## src/rtl/cpu_pkg.sv

```systemverilog
// cpu_pkg: shared ALU opcodes, controller FSM states and default datapath width
package cpu_pkg;
  localparam int DEF_WIDTH = 16;
  localparam logic [2:0] ALU_ADD = 3'b000;
  localparam logic [2:0] ALU_SUB = 3'b001;
  localparam logic [2:0] ALU_AND = 3'b010;
  localparam logic [2:0] ALU_OR  = 3'b011;
  localparam logic [2:0] ALU_XOR = 3'b100;
  localparam logic [2:0] ALU_NOT = 3'b101;
  localparam logic [2:0] ALU_SHL = 3'b110;
  localparam logic [2:0] ALU_SHR = 3'b111;
  typedef enum logic [1:0] {IDLE, EXEC, SHIFT, DONE} state_t;
endpackage

```

## src/rtl/cpu_alu_comb.sv

```systemverilog
// cpu_alu_comb: single-cycle ADD/SUB/logic/NOT with carry and overflow; shift codes pass a through with C=0
module cpu_alu_comb
  import cpu_pkg::*;
#(
  parameter int WIDTH = DEF_WIDTH
) (
  input  logic [2:0]       op,
  input  logic [WIDTH-1:0] a,
  input  logic [WIDTH-1:0] b,
  output logic [WIDTH-1:0] r,
  output logic             c,
  output logic             v
);
  logic [WIDTH:0] sum, dif;
  assign sum = {1'b0, a} + {1'b0, b};
  assign dif = {1'b0, a} - {1'b0, b};
  // the extra top bit of dif is the borrow, set exactly when a < b unsigned
  always_comb begin
    r = a;
    c = 1'b0;
    v = 1'b0;
    case (op)
      ALU_ADD: begin
        {c, r} = sum;
        v = (a[WIDTH-1] == b[WIDTH-1]) && (sum[WIDTH-1] != a[WIDTH-1]);
      end
      ALU_SUB: begin
        {c, r} = dif;
        v = (a[WIDTH-1] != b[WIDTH-1]) && (dif[WIDTH-1] != a[WIDTH-1]);
      end
      ALU_AND: r = a & b;
      ALU_OR:  r = a | b;
      ALU_XOR: r = a ^ b;
      ALU_NOT: r = ~a;
      default: r = a;
    endcase
  end
endmodule

```

## src/rtl/cpu_alu_flags.sv

```systemverilog
// cpu_alu_flags: multi-cycle ALU with registered result and C/V/S/Z flags; ALU_ROTATE_EN turns shifts into rotates
module cpu_alu_flags
  import cpu_pkg::*;
#(
  parameter int WIDTH = DEF_WIDTH
) (
  input  logic             clk,
  input  logic             rst,
  input  logic             start,
  input  logic [2:0]       fsel,
  input  logic [2:0]       count,
  input  logic [WIDTH-1:0] a,
  input  logic [WIDTH-1:0] b,
  output logic [WIDTH-1:0] result,
  output logic             busy,
  output logic             done,
  output logic             C,
  output logic             V,
  output logic             S,
  output logic             Z
);
`ifdef ALU_ROTATE_EN
  localparam logic ROT = 1'b1;
`else
  localparam logic ROT = 1'b0;
`endif
  state_t state, nxt;
  logic [WIDTH-1:0] la, lb, alu_r, sh_r, fin_r;
  logic [2:0] lf, cnt;
  logic alu_c, alu_v, sh_c, is_shift;
  cpu_alu_comb #(.WIDTH(WIDTH)) u_comb (
    .op(lf),
    .a (la),
    .b (lb),
    .r (alu_r),
    .c (alu_c),
    .v (alu_v)
  );
  assign is_shift = lf[2:1] == 2'b11;
  assign sh_r = lf[0] ? {ROT & la[0], la[WIDTH-1:1]} : {la[WIDTH-2:0], ROT & la[WIDTH-1]};
  assign sh_c = lf[0] ? la[0] : la[WIDTH-1];
  assign fin_r = (state == SHIFT) ? sh_r : alu_r;
  assign busy = (state == EXEC) || (state == SHIFT);
  assign done = state == DONE;
  // next-state: shifts with a nonzero count detour through SHIFT, everything else goes straight to DONE
  always_comb begin
    nxt = state;
    case (state)
      IDLE:    nxt = start ? EXEC : IDLE;
      EXEC:    nxt = (is_shift && cnt != 3'd0) ? SHIFT : DONE;
      SHIFT:   nxt = (cnt == 3'd1) ? DONE : SHIFT;
      default: nxt = IDLE;
    endcase
  end
  // state register
  always_ff @(posedge clk or negedge rst) begin
    if (!rst) state <= IDLE;
    else      state <= nxt;
  end
  // operand latch, in-place shifting, and an atomic result/flag load on the edge entering DONE
  always_ff @(posedge clk or negedge rst) begin
    if (!rst) begin
      la     <= '0;
      lb     <= '0;
      lf     <= '0;
      cnt    <= '0;
      result <= '0;
      C      <= 1'b0;
      V      <= 1'b0;
      S      <= 1'b0;
      Z      <= 1'b0;
    end else begin
      if (state == IDLE && start) begin
        la  <= a;
        lb  <= b;
        lf  <= fsel;
        cnt <= count;
      end
      if (state == SHIFT) begin
        la  <= sh_r;
        cnt <= cnt - 3'd1;
      end
      if (nxt == DONE) begin
        result <= fin_r;
        C      <= (state == SHIFT) ? sh_c : alu_c;
        V      <= (state == SHIFT) ? 1'b0 : alu_v;
        S      <= fin_r[WIDTH-1];
        Z      <= fin_r == '0;
      end
    end
  end
endmodule
```

## config.mk

```make
export PLATFORM = sky130hd
export DESIGN_NAME = cpu_alu_flags
export DESIGN_NICKNAME = d
export VERILOG_FILES = /design/src/rtl/cpu_pkg.sv /design/src/rtl/cpu_alu_comb.sv /design/src/rtl/cpu_alu_flags.sv
export SDC_FILE = /design/constraint.sdc
export NUM_CORES = 1
export LEC_CHECK = 0
export CAP_MARGIN = 20
export CORE_MARGIN = 2
export CORE_UTILIZATION = 65
export DETAILED_ROUTE_END_ITERATION = 8
export DONT_BUFFER_PORTS = 1
export GPL_ROUTABILITY_DRIVEN = 1
export GPL_TIMING_DRIVEN = 0
export PLACE_DENSITY = 0.81
export REMOVE_ABC_BUFFERS = 1
export SYNTH_ARGS = -nofsm -noshare
export SYNTH_HDL_FRONTEND = slang
export SYNTH_SLANG_ARGS = --single-unit
```

## constraint.sdc

```tcl
create_clock -name clk -period 3.2 [get_ports clk]
set_clock_uncertainty 0.05 [all_clocks]
set_input_delay 0.16 -clock clk [delete_from_list [all_inputs] [get_ports clk]]
set_output_delay 0.16 -clock clk [all_outputs]
set_load 0.02 [all_outputs]
```

[After elaboration in Yosys (flattened, before gate mapping)]
Cells that the tools add are included.
Storage, ports and cells
  bits in registers: 60
  bits of input ports: 41
  output and inout port bits: 22
  logic and storage cells: 58
Operators by class
  add/subtract/negate cells: 3
  eq/ne operators: 15
  mux-type cells: 16
  bitwise gates (word level): 4
  reductions and logical operators: 10
Operators with widths (count)
  16-bit one-hot mux with 6 select lines: 1
  16-bit two-way mux: 4
  16-bit by 16-bit adder with 17-bit output: 1
  16-bit by 16-bit subtractor with 17-bit output: 1
  16-bit AND: 1
  16-bit zero test: 1
  16-bit NOT: 1
  16-bit bitwise OR: 1
  16-bit XOR: 1
  2-bit == test, second input constant: 4
  3-bit by 1-bit == test with 1-bit output, second input constant: 2
  3-bit by 2-bit == test with 1-bit output, second input constant: 2
  3-bit == test, second input constant: 2
  1-bit two-way mux: 6
  3-bit two-way mux: 2
  2-bit one-hot mux with 3 select lines: 1
  1-bit logical AND: 4
  1-bit one-hot mux with 2 select lines: 2
  3-bit zero test: 1
  1-bit != test: 3
  3-bit nonzero test: 1
  3-bit by 1-bit subtractor with 3-bit output, second input constant: 1
  2-bit by 1-bit == test with 1-bit output, second input constant: 1
  2-bit zero test: 1
  other kinds (3): 3

[Depth between registers and ports, before layout]
  word-level depth: 5
  gate-level depth with buffers: 13
  mapped depth without buffers: 13

[By module]
From an unflattened synthesis, not the netlist that was laid out.
Unflattened totals
  cell total of the unflattened synthesis: 736
  area, all modules: 6012.0 um2
Modules (own cells, without submodules)
  cpu_alu_comb: times used 1, cells an instance 485, area each 3149.3 um2, sequential area each 0.0 um2
  cpu_alu_flags: times used 1, cells an instance 251, area each 2862.7 um2, sequential area each 1476.4 um2

[Worst setup path after synthesis]
OpenSTA, ideal clock, no wires.
  path kind: reg2reg
  start: register la[0]
  end: register Z
  library setup time: 0.066 ns
  arrival: 2.710 ns
  required time: 3.084 ns
  slack: 0.373 ns
  cell stages (with the launch flop): 14
  buffers on the path: 0
  clock period less this slack: 2.827 ns
  cells stage by stage: dfrtp_1 > inv_1 > ha_1 > inv_1 > fa_1 > nand2b_4 > a221o_1 > a2111oi_1 > a211oi_2 > xnor2_1 > a221oi_1 > o2111a_1 > nand4_1 > nand2_1
Between the ends
  longest elaborated chain between the ends: 4
  elaborated cells between the ends (all ways): 10
  classes of those cells: add/sub (2); mux (3); bitwise (4); reduce/logical (1)
Ends and longest elaborated chain
  start, declared: line cpu_alu_flags.sv:28  | logic [WIDTH-1:0] la, lb, alu_r, sh_r, fin_r;
  start signal, assigned: line cpu_alu_flags.sv:80  | la <= sh_r;
  16-bit by 16-bit subtractor with 17-bit output (tied with other cells): line cpu_alu_comb.sv:16  | assign dif = {1'b0, a} - {1'b0, b};
  16-bit one-hot mux with 6 select lines: line cpu_alu_comb.sv:22  | case (op)
  16-bit two-way mux (*): line cpu_alu_flags.sv:42  | assign fin_r = (state == SHIFT) ? sh_r : alu_r;
  16-bit zero test (*): line cpu_alu_flags.sv:88  | Z <= fin_r == '0;
  end signal, assigned: line cpu_alu_flags.sv:71  | Z <= 1'b0;
  end signal, assigned: line cpu_alu_flags.sv:88
  end, declared: line cpu_alu_flags.sv:20  | output logic Z
Mark *: on every way between the ends. The rest lies on a longest branch, timed or not.
A chain may end at the register's enable or synchronous reset.

[Worst setup path in the final report]
Ends and elaborated chain as after synthesis.

==> impl_metrics.py <==
metrics = {
    "clock_network": {
        "path_clk_slew_ps": 70,
        "cts_tree": "built",
        "cts_buffers": 9,
        "cts.sinks": 59,
        "root_buffer": "clkbuf_8",
        "cts_buffer_depth": 2,
        "cts_htree_levels": 3,
        "insertion_delay_ps": 360,
    },
    "sta": {
        "fmax_mhz": 318,
        "timing.final.crit_share_pct": 98.3,
        "tightest_slew_ps": 966,
        "finalHoldViolations": 0,
        "setup_viol": 0,
        "layout_setup_ws_ps": 54.2,
        "report.final.slew_viol_count": 0,
        "period_needed_ps": 3150,
        "slew_headroom_pct": 35.1,
        "hold_ws_ps": 15.1,
        "final.setup.tns_ps": 0,
        "rsz0062_at_grt": "yes",
    },
    "place": {
        "hpwl_mm": 11.5,
        "io_buffer_count": 0,
        "post-place-ws_ps": -986,
        "gp_congestion": 0.947,
        "dp_cells": 757,
    },
    "floorplanning": {
        "fp.dieW_um": 99.0,
        "ios": 63,
        "initial_core_util_pct": 67.3,
        "core_area_um2": 8720,
        "dieArea_um2": 9800,
        "rows": 34,
        "die_h_um": 99.0,
    },
    "cells_and_area": {
        "diodes": 0,
        "layout.nets": 810,
        "stdcell_count": 820,
        "layout_commonest_cell": "inv_1",
        "syn_to_final_growth_pct": 14.7,
        "drive_gt1_share_pct": 17.0,
        "mostFrequentLayoutCells": "59 x inv_1, 51 x dfrtp_1, 49 x a21oi_1",
    },
    "global_routing": {
        "first_global_vias": 5732,
        "grt_pass1_wl_mm": 29.3,
        "overflow": 0,
        "grt.total_usage_pct": 37.8,
        "grt_max_degree": 60,
        "antenna_found_initial": 0,
    },
    "run_status": {
        "status": "finished, final reports clean",
    },
    "logic_synthesis": {
        "syn-cell-area_um2": 5870,
        "synthFlopType": "dfrtp_1",
        "synth_compound_area_share_pct": 29.9,
        "yosys_warnings": 0,
        "yosys-top-cells-area": "dfrtp_1 25%, ha_1 13%, mux2_2 5.0%",
        "yosysTopAreaCell": "dfrtp_1",
        "synth_top_area_share_pct": 25.2,
        "synth_top_family_by_area": "compound AO/OA/AOI/OAI gates",
        "synth_enable_flop_cells": 0,
        "ys_ff_latch": 59,
        "synth.avg_cell_area_um2": 8.49,
        "synth_cell_types": 85,
        "ys_seq_area_share_pct": 25.2,
        "ys_async_sr_fraction_pct": 100,
        "syn_inst": 691,
        "synth_xor_area_share_pct": 0.597,
        "synth_fa_ha_area_share_pct": 13.3,
        "yosys-mux-area-fraction_pct": 9.26,
        "synthSimpleGateAreaFrac_pct": 13.9,
    },
    "detailed_routing": {
        "post_drt_wl_per_cell_um": 22.9,
        "viasPerCell": 7.12,
        "drt_iter0_drc": 496,
        "drt-pass1-iter-count": 7,
        "ant_nets": 0,
        "wl_mm": 18.8,
        "vias": 5835,
        "remaining_drc_errors": 0,
    },
    "hold_path": {
        "min_from": "count[0]",
        "min_to": "cnt[0]",
        "hold_path.class": "in -> reg",
        "whs_path_depth": 2,
    },
    "worst_setup_path": {
        "critPathKind": "reg -> reg",
        "worst-r2r-cell-count": 13,
        "worstPathMaxFanout": 4,
        "r2r_start": "la[0]",
        "end_kind": "flip-flop",
        "reg2reg_to": "Z",
        "critPathLaunchType": "flip-flop",
        "r2r_slack_ps": 50,
        "worstPathArrival_ps": 3390,
        "crit_required_ps": 3450,
    },
    "run": {
        "cap_viol_max_count": 0,
    },
}
-- layout make-up --
| cell class | count | area, um^2 |
|---|---|---|
| multi-input cells | 522 | 4090 |
| flip-flops and latches | 59 | 1490 |
| clock buffers | 12 | 135 |
| repair buffers | 51 | 588 |
| well taps | 108 | 135 |
| inverters | 64 | 244 |
| repair inverters | 1 | 5.00 |
| clock inverters | 3 | 40.0 |
| fillers | 629 | 1990 |
-- repair_timing --
action,4_1_cts,5_1_grt
setup buffers,3,9
endpoints found under the hold margin,91,0
pin swaps,2,10
gates cloned,1,0
gates resized for setup,20,27
hold buffers,35,0
setup endpoints to repair,15,7
-- flip-flops by register name, indices dropped and copies added (netlist names) --
register,count
la,16
lb,16
result,16
cnt,3
lf,3
state,2
C,1
V,1
Z,1
-- through the flow --
step	util [%]	instance area, um^2
after global routing	77.2	6730
after floorplan	-	5650
after detailed placement	67.5	5890
final	77.2	6730
after CTS	75.3	6570
after global placement	66.3	5780
-- layer usage --
layer,routed length (um),up-vias,GRT usage [%]
li1,-,2582,-
met1,7310,2815,49.2
met2,8920,370,61.1
met3,1880,68,7.94
met4,647,0,16.0
met5,0,-,0
-- how the worst max path moves through the flow --
stage	from	to	slack, ps
finish	la[0]	Z	50
floorplan	state[0]	Z	-140
detailed placement	state[0]	Z	-990
global route	lb[1]	Z	-20
CTS	lf[2]	Z	6
global placement	state[0]	Z	-1770
-- Yosys cell counts (6+ instances only) --
library cell and count:
nor3_1 17, nand2b_1 6, nand3_1 14, ha_1 59, o22ai_1 16, o21ai_0 41
a221oi_1 7, a21boi_0 6, buf_2 13, nor2b_1 6, o211ai_1 13, o31ai_1 6
o21a_1 6, a22oi_1 7, dfrtp_1 59, inv_1 62, mux2i_1 21, nand2_1 50
clkbuf_1 23, mux2_2 26, and3_1 9, nor2_1 42, a211oi_1 10, nor4_1 6
a21oi_1 49
-- cell families after synthesis --
| group | after synthesis |
|---|---|
| AOI/OAI and AO/OA | 239 |
| xor gates and xnor gates | 4 |
| adders and majority gates | 61 |
| buffers and inverters | 110 |
| DFF | 59 |
| muxes | 50 |
| and+or+nand+nor | 168 |
-- critical path, stage by stage, from the launching register on --
cell and delay [ps]:
dfrtp_2 390, inv_2 50, ha_2 190, inv_2 60, fa_2 240, nand2b_4 70, a221o_1 420, a2111oi_4 470
nor2_1 100, mux2_4 320, o31ai_4 280, o2111a_1 250, nand4_1 90, nand2_1 90
Power is left out: the tool's default activity adds up to more than one toggle a clock period on the data nets, which glitch-free logic cannot reach.
